$ cat config.mk
export PLATFORM = sky130hd
export DESIGN_NAME = i2c_master_fifo_writer_flat
export DESIGN_NICKNAME = d
export VERILOG_FILES = /design/src/rtl/i2c_master_fifo_writer_if.sv /design/src/rtl/i2c_master_fifo_writer.sv /design/src/flat_wrapper.sv
export SDC_FILE = /design/constraint.sdc
export NUM_CORES = 1
export LEC_CHECK = 0
export BUFFER_PORTS_ARGS = -buffer_cell sky130_fd_sc_hd__clkbuf_2
export CAP_MARGIN = 20
export CORE_UTILIZATION = 30
export DETAILED_ROUTE_END_ITERATION = 8
export PLACE_DENSITY = 0.47
export SYNTH_ARGS = -nofsm -noshare
export SYNTH_HDL_FRONTEND = slang
export SYNTH_SLANG_ARGS = --single-unit
$ cat constraint.sdc
create_clock -name clk -period 2.2 [get_ports clk]
set_input_delay 0.11 -clock clk [delete_from_list [all_inputs] [get_ports clk]]
set_output_delay 0.11 -clock clk [all_outputs]
set_load 0.005 [all_outputs]
$ cat src/rtl/i2c_master_fifo_writer_if.sv
// i2c_master_fifo_writer_if: control, FIFO read-side and open-drain pad signals
// of the I2C write engine. master = the engine, slave = its surroundings.
interface i2c_master_fifo_writer_if;
   logic       start;
   logic [6:0] slave_addr;
   logic       fifo_empty;
   logic [7:0] fifo_data;
   logic       fifo_rd;
   logic       scl_o;
   logic       sda_oe;
   logic       sda_i;
   logic       busy;
   logic       done;
   logic       nack_err;

   modport master (
      input  start, slave_addr, fifo_empty, fifo_data, sda_i,
      output fifo_rd, scl_o, sda_oe, busy, done, nack_err
   );

   modport slave (
      output start, slave_addr, fifo_empty, fifo_data, sda_i,
      input  fifo_rd, scl_o, sda_oe, busy, done, nack_err
   );
endinterface

$ cat src/rtl/i2c_master_fifo_writer.sv
// i2c_master_fifo_writer: I2C write engine draining the TX byte FIFO onto SCL/SDA.
// Each bit is four quarters of CLK_DIV clocks; SCL low in Q0/Q1, high in Q2/Q3.
module i2c_master_fifo_writer #(
   parameter int CLK_DIV = 250
) (
   input  logic                     clk,
   input  logic                     reset,
   i2c_master_fifo_writer_if.master bus
);
   // state    | meaning
   // IDLE     | bus released, waiting for start
   // START    | SDA low while SCL high for one quarter
   // ADDR     | shifting {slave_addr, W} MSB first
   // ADDR_ACK | SDA released, slave ACK sampled at start of Q2
   // LOAD     | one cycle: pop next byte, or head for STOP when FIFO empty
   // DATA     | shifting a FIFO byte MSB first
   // DATA_ACK | SDA released, slave ACK sampled at start of Q2
   // STOP     | SCL low/SDA low, SCL high, then SDA released
   typedef enum logic [2:0] {
      S_IDLE, S_START, S_ADDR, S_ADDR_ACK, S_LOAD, S_DATA, S_DATA_ACK, S_STOP
   } state_t;

   localparam int            QW     = $clog2(CLK_DIV);
   localparam logic [QW-1:0] Q_LAST = QW'(CLK_DIV - 1);

   state_t        state;
   logic [QW-1:0] qcnt;
   logic [1:0]    phase;
   logic [2:0]    bit_cnt;
   logic [7:0]    shreg;
   logic          ack_bit;
   logic          q_tc;

   assign q_tc = (qcnt == '0);

   // The pop must land on the same edge that captures fifo_data, so it is decoded from state.
   assign bus.fifo_rd = (state == S_LOAD) && !bus.fifo_empty;

   always_ff @(posedge clk) begin
      if (!reset) begin
         state        <= S_IDLE;
         qcnt         <= '0;
         phase        <= 2'd0;
         bit_cnt      <= 3'd0;
         shreg        <= 8'h00;
         ack_bit      <= 1'b0;
         bus.scl_o    <= 1'b1;
         bus.sda_oe   <= 1'b0;
         bus.busy     <= 1'b0;
         bus.done     <= 1'b0;
         bus.nack_err <= 1'b0;
      end else begin
         bus.done <= 1'b0;
         if (state != S_IDLE && state != S_LOAD) begin
            qcnt <= q_tc ? Q_LAST : qcnt - QW'(1);
            if (q_tc) phase <= phase + 2'd1;
         end
         case (state)
            S_IDLE: begin
               if (bus.start) begin
                  state        <= S_START;
                  shreg        <= {bus.slave_addr, 1'b0};
                  bus.nack_err <= 1'b0;
                  bus.busy     <= 1'b1;
                  bus.sda_oe   <= 1'b1;
                  qcnt         <= Q_LAST;
                  phase        <= 2'd0;
                  bit_cnt      <= 3'd0;
               end
            end
            S_START: begin
               if (q_tc) begin
                  state      <= S_ADDR;
                  bus.scl_o  <= 1'b0;
                  bus.sda_oe <= ~shreg[7];
                  phase      <= 2'd0;
               end
            end
            S_ADDR, S_DATA: begin
               if (q_tc && phase == 2'd1) bus.scl_o <= 1'b1;
               if (q_tc && phase == 2'd3) begin
                  bus.scl_o <= 1'b0;
                  if (bit_cnt == 3'd7) begin
                     bus.sda_oe <= 1'b0;
                     bit_cnt    <= 3'd0;
                     state      <= (state == S_ADDR) ? S_ADDR_ACK : S_DATA_ACK;
                  end else begin
                     bit_cnt    <= bit_cnt + 3'd1;
                     shreg      <= {shreg[6:0], 1'b0};
                     bus.sda_oe <= ~shreg[6];
                  end
               end
            end
            S_ADDR_ACK, S_DATA_ACK: begin
               if (phase == 2'd2 && qcnt == Q_LAST) ack_bit <= bus.sda_i;
               if (q_tc && phase == 2'd1) bus.scl_o <= 1'b1;
               if (q_tc && phase == 2'd3) begin
                  bus.scl_o <= 1'b0;
                  if (ack_bit) begin
                     bus.nack_err <= 1'b1;
                     bus.sda_oe   <= 1'b1;
                     state        <= S_STOP;
                  end else begin
                     state <= S_LOAD;
                  end
               end
            end
            S_LOAD: begin
               qcnt    <= Q_LAST;
               phase   <= 2'd0;
               bit_cnt <= 3'd0;
               if (bus.fifo_empty) begin
                  bus.sda_oe <= 1'b1;
                  state      <= S_STOP;
               end else begin
                  shreg      <= bus.fifo_data;
                  bus.sda_oe <= ~bus.fifo_data[7];
                  state      <= S_DATA;
               end
            end
            S_STOP: begin
               if (q_tc) begin
                  if (phase == 2'd0) begin
                     bus.scl_o <= 1'b1;
                  end else if (phase == 2'd1) begin
                     bus.sda_oe <= 1'b0;
                  end else begin
                     state    <= S_IDLE;
                     bus.busy <= 1'b0;
                     bus.done <= 1'b1;
                     phase    <= 2'd0;
                     qcnt     <= '0;
                  end
               end
            end
            default: state <= S_IDLE;
         endcase
      end
   end
endmodule
$ cat src/flat_wrapper.sv
// flat-port wrapper written by rule: the top's interface ports become plain ports
module i2c_master_fifo_writer_flat 
#(
   parameter int CLK_DIV = 250
)
  (clk, reset, bus_start, bus_slave_addr, bus_fifo_empty, bus_fifo_data, bus_sda_i, bus_fifo_rd, bus_scl_o, bus_sda_oe, bus_busy, bus_done, bus_nack_err);
  i2c_master_fifo_writer_if bus_i ();
  input  logic clk;
  input  logic reset;
  input wire logic [$bits(bus_i.start)-1:0] bus_start;
  input wire logic [$bits(bus_i.slave_addr)-1:0] bus_slave_addr;
  input wire logic [$bits(bus_i.fifo_empty)-1:0] bus_fifo_empty;
  input wire logic [$bits(bus_i.fifo_data)-1:0] bus_fifo_data;
  input wire logic [$bits(bus_i.sda_i)-1:0] bus_sda_i;
  output wire logic [$bits(bus_i.fifo_rd)-1:0] bus_fifo_rd;
  output wire logic [$bits(bus_i.scl_o)-1:0] bus_scl_o;
  output wire logic [$bits(bus_i.sda_oe)-1:0] bus_sda_oe;
  output wire logic [$bits(bus_i.busy)-1:0] bus_busy;
  output wire logic [$bits(bus_i.done)-1:0] bus_done;
  output wire logic [$bits(bus_i.nack_err)-1:0] bus_nack_err;
  assign bus_i.start = bus_start;
  assign bus_i.slave_addr = bus_slave_addr;
  assign bus_i.fifo_empty = bus_fifo_empty;
  assign bus_i.fifo_data = bus_fifo_data;
  assign bus_i.sda_i = bus_sda_i;
  assign bus_fifo_rd = bus_i.fifo_rd;
  assign bus_scl_o = bus_i.scl_o;
  assign bus_sda_oe = bus_i.sda_oe;
  assign bus_busy = bus_i.busy;
  assign bus_done = bus_i.done;
  assign bus_nack_err = bus_i.nack_err;
  i2c_master_fifo_writer #(.CLK_DIV(CLK_DIV)) u_core (.clk(clk), .reset(reset), .bus(bus_i));
endmodule
Word level (Yosys, flattened, before mapping)

Cells that the tools add are included.
Widths: inputs -> output; s select.

Register bits: 30
Word-level logic and storage cells: 133

Bitwise logic cells: 6
Muxes and demuxes: 60
Equality and inequality tests: 27
Add/sub/neg operators: 3
Reduce and logical (&&, ||, !) cells: 26

Operators by type and width:

| kind                | count |
|---|---|
| $mux 8              | 10 |
| $pmux 8 s3          | 2 |
| $mux 3              | 12 |
| $mux 1              | 20 |
| $mux 2              | 9 |
| $pmux 3 s6          | 1 |
| $ne 2x1->1 const B  | 8 |
| $reduce_and 8->1    | 2 |
| $eq 3x3->1 const B  | 5 |
| $reduce_and 5->1    | 3 |
| $ne 2x2->1 const B  | 5 |
| $pmux 3 s3          | 1 |
| $reduce_bool 3->1   | 3 |
| $eq 8x8->1 const B  | 1 |
| $logic_not 8->1     | 1 |
| $pmux 2 s4          | 1 |
| $reduce_or 4->1     | 2 |
| $sub 8x1->8 const B | 1 |
| $eq 3x2->1 const B  | 2 |
| $not 1->1           | 6 |
| $pmux 1 s6          | 1 |
| $logic_and 1x1->1   | 5 |
| $eq 2x2->1 const B  | 2 |
| $pmux 1 s2          | 2 |
| 15 further kinds    | 17 |

Logic depth before layout (Yosys ltp)

Gate-level depths: netlist of the first run.

Word-level depth: 7
Gate-level depth with buffers: 8
Mapped depth without buffers: 7

Worst setup path after synthesis of the first run

No wires, ideal clock.

Path type: reg2reg
Start point: register u_core.qcnt[0]
End point: register u_core.state[0]
Period minus slack after synthesis: 1,854 ps
Setup slack: 346 ps
Stages on the path, launching flop included: 8
Library setup time: 74 ps
Data arrival time: 1,779 ps
Data required time: 2,126 ps
Cell sequence: dfxtp_1 -> inv_1 -> ha_1 -> nor3b_4 -> o2111ai_1 -> a32o_1 -> or3_1 -> a31oi_1

Word-level cells in the longest chain between the ends: 4
Elaborated cells between the ends (all ways): 7
Those cells by class: 4 x eq/ne; 3 x reduce/logical

Ends and longest elaborated chain:

| item                                | RTL line                                                   | source |
|---|---|---|
| start, declared                     | i2c_master_fifo_writer.sv:27                               | `logic [QW-1:0] qcnt;` |
| start signal, assigned              | i2c_master_fifo_writer.sv:55                               | `qcnt <= q_tc ? Q_LAST : qcnt - QW'(1);` |
| $logic_not 8->1 *                   | i2c_master_fifo_writer.sv:34                               | `assign q_tc = (qcnt == '0);` |
| $logic_and 1x1->1                   | i2c_master_fifo_writer.sv:81, i2c_master_fifo_writer.sv:97 |  |
| $ne 2x1->1 (no source line)         | --                                                         |  |
| $reduce_and 8->1 (no source line) * | --                                                         |  |
| end signal, assigned                | i2c_master_fifo_writer.sv:86                               | `state <= (state == S_ADDR) ? S_ADDR_ACK : S_DATA_ACK;` |
| end, declared                       | i2c_master_fifo_writer.sv:26                               | `state_t state;` |

Every way passes the cells marked *; elsewhere a longest branch is shown, timed or not.
A chain may end at the register's enable or synchronous reset.

Worst setup path in the final report of the first run

Same ends and word-level chain as after synthesis.

==> results of run 1 <==
worst max-delay path, stage by stage (launching register included):
cell	delay, ns
dfxtp_1	0.33
inv_1	0.11
ha_1	0.18
nor3b_4	0.29
o2111ai_1	0.21
a32o_1	0.30
or3_1	0.34
a31oi_1	0.17
sequential cells by signal, summed over array words and instances (netlist names), 2 cells and up:
register and count:
u_core.phase 2, u_core.bit_cnt 3, u_core.state 3, u_core.qcnt 8
u_core.shreg 8
path summary, 6_finish.rpt:
check | startpoint | end | cells after the start
worst max register to register | u_core.qcnt[0] | u_core.state[0] | 7
worst min register to register | u_core.bus.busy | u_core.bus.busy | 2
worst min-delay path | bus_sda_i | u_core.ack_bit | 3
worst max-delay path | u_core.qcnt[0] | u_core.state[0] | 7
power breakdown:
| group | internal (mW) | leakage (nW) | switching (mW) |
|---|---|---|---|
| registers | 0.713 | 0.247 | 0.187 |
| clock network | 0.212 | 0.0438 | 0.214 |
| logic | 0.551 | 0.591 | 0.642 |
| total | 1.48 | 0.881 | 1.04 |
cell type report:
class	instances	share of cell area [%]
Timing Repair Buffer	36	9.48
Inverter	9	1.54
Clock inverter	2	0.457
Multi-Input combinational cell	172	53.7
Sequential cell	30	27.4
Tap cell	75	4.28
Clock buffer	5	3.14
logic make-up after synthesis:
| kind of cell | share of synthesized area, % |
|---|---|
| simple gates | 26.9 |
| compound gates | 25.3 |
| flops | 32.3 |
| buf+inv | 4.57 |
| fa+ha+maj | 6.05 |
| xor+xnor | 3.29 |
| mux | 1.61 |
synthesized netlist by cell type (all sizes together), types with 4 or more instances:
cell | instances | share of area [%]
o21ai | 4 | 1.1
nand3 | 4 | 1.1
xor2 | 4 | 1.9
dfxtp | 30 | 32
ha | 9 | 6.0
a21oi | 21 | 5.6
nand2 | 18 | 4.0
buf | 7 | 2.2
nand2b | 5 | 1.7
nor3b | 4 | 2.8
nor2 | 16 | 3.2
nor2b | 7 | 2.4
inv | 8 | 1.6
a22o | 7 | 3.3
nor3 | 15 | 4.0
a211oi | 8 | 3.2
repair_timing:
item | 4_1_cts | 5_1_grt
endpoints found under the setup margin | 0 | 1
gates resized for setup | 0 | 0
hold endpoints to repair | 0 | 0
setup buffers | 0 | 1
layer usage:
| metal | part of all wire [%] | wire, um |
|---|---|---|
| met5 | 0 | 0 |
| met4 | 2.6 | 121 |
| met3 | 4.9 | 230 |
| met2 | 41 | 1950 |
| met1 | 51 | 2420 |
stage by stage:
step	instances	hold slack [ns]	power [mW]	utilization, %	area (um2)
after floorplan	221	0.241	1.78	-	1860
after detailed placement	321	0.364	2.08	35.3	2100
final	329	0.0699	2.52	36.8	2190
after CTS	328	0.0627	2.52	36.7	2180
after global placement	321	0.358	2.09	35.3	2100
after global routing	329	0.0692	2.76	36.8	2190
==> qor.yml, run 1 <==
status:
  status: "finished clean"
power_and_ir_drop:
  p_leak_nw: 0.881
  vdd_ir_drop_max_v: 0.000468
  powerDensity_nw_per_um2: 1150
routing:
  vias_per_cell: 5.25
  ant_nets: 0
  first_iter_violations: 224
  routed_wl_um: 4720
  vias: 1728
  first_pass_iters: 4
  wire_per_inst_um: 14.4
  drc: 0
floorplan:
  fp.dieH_um: 80.8
  initial_core_util_pct: 31.3
  die-area_um2: 6520
  fp.dieW_um: 80.8
  core_area_um2: 5960
  boundaryPins: 26
  rows: 28
logic_synthesis:
  ys_seq_area_share_pct: 32.3
  synthArstFlopShare_pct: 0
  synth_edf_count: 0
  synth_area_um2: 1860
  netlist_instances: 221
  synth_area_per_cell_um2: 8.42
  synth.distinct_cells: 54
  synth-main-ff-cell: "dfxtp_1"
  synthesis.nets: 250
  yosys_warnings: 0
  synth-seq-cells: 30
timing:
  max_freq_mhz: 501
  drv_slew: 0
  fin_skew_ns: 0.00877
  relSlewSlack_pct: 57.5
  tightest_slew_ns: 0.636
  setup-tns-final_ns: 0
  fin_crit_sh_pct: 90.7
  rsz0062_at_grt: "no"
  layout_setup_ws_ns: 0.206
  min_period_ns: 1.99
  setup_viol: 0
  hold_viol_final: 0
cts:
  clock_sinks: 30
  cts_tree: "built"
  ctsRootBufferMaster: "clkbuf_8"
  htree_num_levels: 2
  clockBufferDepth: 2
  path_clk_slew_ns: 0.07
  clk_latency_ns: 0.28
  cts_hold_buffers: 0
  cts_buffers: 5
worst_setup_path:
  arrival_ns: 2.20
  crit_type: "reg2reg"
  critPathLaunchType: "register"
  cp-end-kind: "register"
  r2r_setup_slack_ns: 0.21
  cp_max_fo: 6
  crit_required_ns: 2.41
grt:
  grt_use_met2_pct: 23.8
  grt_use_total_pct: 16.4
  grt_max_degree: 17
  grt_pass1_vias: 1625
  use_met1_pct: 22.9
  grt_overflow: 0
  top_usage_layer: "met2"
  grt_pass1_wl_um: 8140
  antenna_found_initial: 0
  met3_usage_pct: 3.82
final_layout:
  syn_to_final_growth_pct: 17.7
  n_antenna_cell: 0
  drive_above_1_share_pct: 21.7
  fill_cells: 629
  layout_commonest_cell: "dfxtp_1"
  mostFrequentLayoutCells: "dfxtp_1 (30), clkbuf_2 (25), a21oi_1 (21)"
  seqCellArea_um2: 601
  multiInputGateArea_um2: 1180
  layout.nets: 283
placement:
  dp_hpwl_um: 3560
  post-place-ws_ns: 0.204
  numPortBuffers: 25
  gp_congestion: 0.815
hold_path:
  hp-class: "in2reg"
flow_run:
  maxCapViolations: 0
Power figures use the tool's default switching activity.
==> run 2, diff against run 1 <==
--- a/config.mk
+++ b/config.mk
@@ -7,9 +7,12 @@
 export LEC_CHECK = 0
 export BUFFER_PORTS_ARGS = -buffer_cell sky130_fd_sc_hd__clkbuf_2
 export CAP_MARGIN = 20
+export CORE_ASPECT_RATIO = 1.4
+export CORE_MARGIN = 5
 export CORE_UTILIZATION = 30
 export DETAILED_ROUTE_END_ITERATION = 8
 export PLACE_DENSITY = 0.47
+export SLEW_MARGIN = 25
 export SYNTH_ARGS = -nofsm -noshare
 export SYNTH_HDL_FRONTEND = slang
 export SYNTH_SLANG_ARGS = --single-unit
==> qor.yml, run 2 (synthesis gave the netlist of run 1 again) <==
timing:
  setup-tns-final_ns: 0  # unchanged
  fin_hold_ws_ns: 0.0594  # was 0.0699 ns
  hold_viol_final: 0  # unchanged
  min_period_ns: 1.98  # was 1.99 ns
  fin_crit_sh_pct: 90.2  # was 90.7%
  setup_viol: 0  # unchanged
  rsz0062_at_grt: "no"  # unchanged
  max_freq_mhz: 504  # was 501 MHz
  tightest_slew_ns: 0.479  # was 0.636 ns
  fin_skew_ns: 0.0107  # was 0.00877 ns
  drv_slew: 0  # unchanged
  relSlewSlack_pct: 67.9  # was 57.5%
floorplan:
  boundaryPins: 26  # unchanged
  fp.dieW_um: 76.6  # was 80.8 um
  core_area_um2: 6130  # was 5960 um2
  initial_core_util_pct: 30.4  # was 31.3%
  die-area_um2: 7900  # was 6520 um2
  rows: 34  # was 28
  fp.dieH_um: 103  # was 80.8 um
placement:
  dp.cells: 321  # unchanged
  place_area_um2: 2120  # was 2100 um2
  gp_congestion: 0.849  # was 0.815
  dp_hpwl_um: 3950  # was 3560 um
  numPortBuffers: 25  # unchanged
worst_setup_path:
  crit_chain: "inv_1, ha_1, nor3b_4, o2111ai_1, a32o_1, or3_1, a31oi_1"  # unchanged
  cp_max_fo: 7  # was 6
  crit_required_ns: 2.42  # was 2.41 ns
  critPathLaunchType: "register"  # unchanged
  critPathMaxStageDelay_ns: 0.35  # was 0.34 ns
  cp-end-kind: "register"  # unchanged
  startpoint: "u_core.qcnt[0]"  # unchanged
  arrival_ns: 2.20  # about the same
  crit_type: "reg2reg"  # unchanged
  cp_slowest_cell: "or3_1"  # unchanged
  timing.rr.start: "u_core.qcnt[0]"  # unchanged
routing:
  drc: 0  # unchanged
  vias: 1770  # was 1,728
  first_pass_iters: 4  # unchanged
  routed_wl_um: 5080  # was 4720 um
  ant_nets: 0  # unchanged
  vias_per_cell: 5.38  # was 5.25
  wire_per_inst_um: 15.4  # was 14.4 um
  first_iter_violations: 43  # was 224
cts:
  cts_buffers: 5  # unchanged
  cts_setup_buffers: 0  # unchanged
  cts_hold_buffers: 0  # unchanged
  clk_latency_ns: 0.29  # was 0.28 ns
  ctsResizeCount: 0  # unchanged
  cts_tree: "built"  # unchanged
  path_clk_slew_ns: 0.07  # about the same
  clock_sinks: 30  # unchanged
  ctsRootBufferMaster: "clkbuf_8"  # unchanged
  htree_num_levels: 2  # unchanged
  clockBufferDepth: 2  # unchanged
final_layout:
  syn_to_final_growth_pct: 19.2  # was 17.7%
  final_cells: 329  # unchanged
  multiInputGateArea_um2: 1180  # unchanged
  layout.nets: 285  # was 283
  n_antenna_cell: 0  # unchanged
  drive_above_1_share_pct: 22.6  # was 21.7%
  reg.largest.list: "u_core.qcnt x8, u_core.shreg x8"  # unchanged
  fill_cells: 672  # was 629
  layout_commonest_cell: "dfxtp_1"  # unchanged
  seqCellArea_um2: 601  # unchanged
  mostFrequentLayoutCells: "dfxtp_1 (30), clkbuf_2 (25), a21oi_1 (21)"  # unchanged
  design_area_um2: 2220  # was 2190 um2
grt:
  grt_pass1_wl_um: 8380  # was 8140 um
  grt_overflow: 0  # unchanged
  top_usage_layer: "met2"  # unchanged
  grt_pass1_vias: 1767  # was 1,625
  antenna_found_initial: 0  # unchanged
  grt_use_met2_pct: 24.2  # was 23.8%
  grt_use_total_pct: 13.3  # was 16.4%
  use_met1_pct: 14.9  # was 22.9%
  grt_max_degree: 19  # was 17
  met3_usage_pct: 3.12  # was 3.82%
power_and_ir_drop:
  vdd_ir_drop_max_v: 0.000414  # was 0.000468 V
  p_leak_nw: 0.894  # was 0.881 nW
  powerDensity_nw_per_um2: 1170  # was 1150 nW/um2
hold_path:
  hp-class: "in2reg"  # unchanged
  worstHoldStart: "bus_sda_i"  # unchanged
flow_run:
  maxCapViolations: 0  # unchanged
status:
  status: "finished clean"  # unchanged
[run 2: path summary, 6_finish.rpt]
check,to,slack [ns],depth (start not counted)
hold reg to reg,u_core.bit_cnt[2],0.47,2
setup / recovery,u_core.state[0],0.22,7
setup reg to reg,u_core.state[0],0.22,7
hold / removal,u_core.ack_bit,0.06,3
[run 2: layer usage]
layer / up-vias / part of all wire [%]
met5: - / 0
met4: 0 / 2.2
met3: 9 / 4.0
met2: 43 / 51
met1: 830 / 43
li1: 888 / -
[run 2: report_power, final]
part | total (mW) | switching (mW) | internal (mW)
Combinational | 1.20 | 0.653 | 0.545
Sequential | 0.902 | 0.189 | 0.713
Clock | 0.487 | 0.236 | 0.252
Total | 2.59 | 1.08 | 1.51
[run 2: area by class of cell]
cell class                      instances  share of cell area, %
Timing Repair Buffer                   38                   10.0
Clock buffer                            6                   3.72
Inverter                                9                   1.52
Sequential cell                        30                   27.1
Tap cell                               72                   4.06
Multi-Input combinational cell        172                   53.0
Clock inverter                          2                  0.564
[run 2: per-stage QoR]
stage / power (mW) / utilization, % / worst slack (ns)
6_report: 2.59 / 36.2 / 0.216
5_1_grt: 2.80 / 36.2 / 0.0711
4_1_cts: 2.61 / 36.2 / 0.228
3_5_place_dp: 2.12 / 34.7 / 0.236
3_3_place_gp: 2.12 / 34.7 / 0.245
2_1_floorplan: 1.78 / - / 0.346
[run 2: critical path, delay by kind of cell (launching register included)]
kind	cells	cell delay, ns
adder cells (fa/ha/maj)	1	0.17
buffers and inverters	1	0.11
AO/OA/AOI/OAI	3	0.64
AND/OR/NAND/NOR	2	0.67
flip-flops	1	0.33
==> run 3, diff against run 2 <==
--- a/config.mk
+++ b/config.mk
@@ -12,6 +12,7 @@
 export CORE_UTILIZATION = 30
 export DETAILED_ROUTE_END_ITERATION = 8
 export PLACE_DENSITY = 0.47
+export REMOVE_ABC_BUFFERS = 1
 export SLEW_MARGIN = 25
 export SYNTH_ARGS = -nofsm -noshare
 export SYNTH_HDL_FRONTEND = slang
==> qor.yml, run 3 (synthesis gave the netlist of run 1 again) <==
floorplan:
  boundaryPins: 26  # unchanged
  die-area_um2: 7900  # unchanged
  core_area_um2: 6130  # unchanged
  fp.dieW_um: 76.6  # unchanged
  rows: 34  # unchanged
  fp.dieH_um: 103  # unchanged
  initial_core_util_pct: 30.4  # unchanged
placement:
  numPortBuffers: 25  # unchanged
  dp.cells: 321  # unchanged
  place_area_um2: 2120  # unchanged
  post-place-ws_ns: 0.222  # was 0.236 ns
  gp_congestion: 0.838  # was 0.849
  dp_hpwl_um: 3930  # was 3950 um
timing:
  fin_hold_ws_ns: 0.0592  # was 0.0594 ns
  max_freq_mhz: 496  # was 504 MHz
  fin_crit_sh_pct: 91.6  # was 90.2%
  relSlewSlack_pct: 63.8  # was 67.9%
  tightest_slew_ns: 0.540  # was 0.479 ns
  min_period_ns: 2.01  # was 1.98 ns
  hold_viol_final: 0  # unchanged
  fin_skew_ns: 0.00331  # was 0.0107 ns
  rsz0062_at_grt: "no"  # unchanged
  layout_setup_ws_ns: 0.186  # was 0.216 ns
  setup-tns-final_ns: 0  # unchanged
  setup_viol: 0  # unchanged
  drv_slew: 0  # unchanged
worst_setup_path:
  critPathLaunchType: "register"  # unchanged
  arrival_ns: 2.16  # was 2.20 ns
  crit_type: "reg2reg"  # unchanged
  cp_max_fo: 4  # was 7
  crit_required_ns: 2.35  # was 2.42 ns
  cp-end-kind: "register"  # unchanged
routing:
  drc: 0  # unchanged
  vias_per_cell: 5.34  # was 5.38
  first_iter_violations: 82  # was 43
  wire_per_inst_um: 15.4  # about the same
  first_pass_iters: 4  # unchanged
  routed_wl_um: 5060  # was 5080 um
  vias: 1757  # was 1,770
  ant_nets: 0  # unchanged
final_layout:
  reg.largest.list: "u_core.qcnt x8, u_core.shreg x8"  # unchanged
  fill_cells: 670  # was 672
  syn_to_final_growth_pct: 20.6  # was 19.2%
  final_util_pct: 36.7  # was 36.2%
  final_cells: 329  # unchanged
  layout.nets: 285  # unchanged
  mostFrequentLayoutCells: "dfxtp_1 (30), clkbuf_2 (25), a21oi_1 (21)"  # unchanged
  drive_above_1_share_pct: 22.6  # unchanged
  design_area_um2: 2250  # was 2220 um2
  layout_commonest_cell: "dfxtp_1"  # unchanged
  n_antenna_cell: 0  # unchanged
grt:
  grt_use_total_pct: 13.5  # was 13.3%
  antenna_found_initial: 0  # unchanged
  grt_max_degree: 16  # was 19
  grt_pass1_wl_um: 8510  # was 8380 um
  grt_pass1_vias: 1768  # was 1,767
  grt_overflow: 0  # unchanged
cts:
  htree_num_levels: 2  # unchanged
  path_clk_slew_ns: 0.07  # about the same
  cts_tree: "built"  # unchanged
  cts_buffers: 5  # unchanged
  ctsRootBufferMaster: "clkbuf_8"  # unchanged
  clockBufferDepth: 2  # unchanged
  clk_latency_ns: 0.28  # was 0.29 ns
  clock_sinks: 30  # unchanged
power_and_ir_drop:
  p_leak_nw: 0.906  # was 0.894 nW
  vdd_ir_drop_max_v: 0.000488  # was 0.000414 V
  powerDensity_nw_per_um2: 1200  # was 1170 nW/um2
  total_power_mw: 2.70  # was 2.59 mW
hold_path:
  hp-class: "in2reg"  # unchanged
flow_run:
  maxCapViolations: 0  # unchanged
status:
  status: "finished clean"  # unchanged
-- run 3: cell types whose count changed in the layout (fill, tap and decap cells not counted) --
cell,previous run,this run
clkbuf_8,6,8
a2111oi_2,1,0
a2111oi_4,0,1
clkinv_2,1,0
clkinvlp_4,1,0
-- run 3: final timing paths --
path / startpoint / endpoint / slack (ns) / cells after the start
max: u_core.qcnt[0] / u_core.bus.scl_o / 0.19 / 7
min reg2reg: u_core.bus.busy / u_core.bus.busy / 0.46 / 2
max reg2reg: u_core.qcnt[0] / u_core.bus.scl_o / 0.19 / 7
min: bus_sda_i / u_core.ack_bit / 0.06 / 3
-- run 3: timing repair --
action,4_1_cts,5_1_grt
hold buffers,0,0
resized for setup,0,1
setup buffers,0,0
endpoints found under the setup margin,0,1
-- run 3: metal layers --
| layer | wire (um) | GRT usage, % |
|---|---|---|
| met1 | 2190 | 15.4 |
| met2 | 2500 | 23.4 |
| met3 | 195 | 3.12 |
| met4 | 164 | 7.54 |
| met5 | 0 | 0 |
-- run 3: worst max-delay path, cell delays in order (launching register included) --
cell and delay, ns:
dfxtp_1 0.35, inv_1 0.09, ha_1 0.23, and4bb_2 0.28, a221oi_1 0.49, a2111oi_4 0.07, a311oi_1 0.29, a41oi_1 0.08
-- run 3: cell type report --
| type | count | area (um2) | area share [%] |
|---|---|---|---|
| Multi-Input combinational cell | 172 | 1190 | 52.9 |
| Sequential cell | 30 | 601 | 26.7 |
| Timing Repair Buffer | 38 | 223 | 9.92 |
| Clock buffer | 8 | 110 | 4.90 |
| Tap cell | 72 | 90.1 | 4.01 |
| Inverter | 9 | 33.8 | 1.50 |
-- run 3: report_power, final --
part	total [mW]	internal (mW)	switching, mW	leakage [nW]
combinational	1.26	0.591	0.666	0.602
sequential	0.911	0.713	0.198	0.247
clock	0.535	0.316	0.219	0.0575
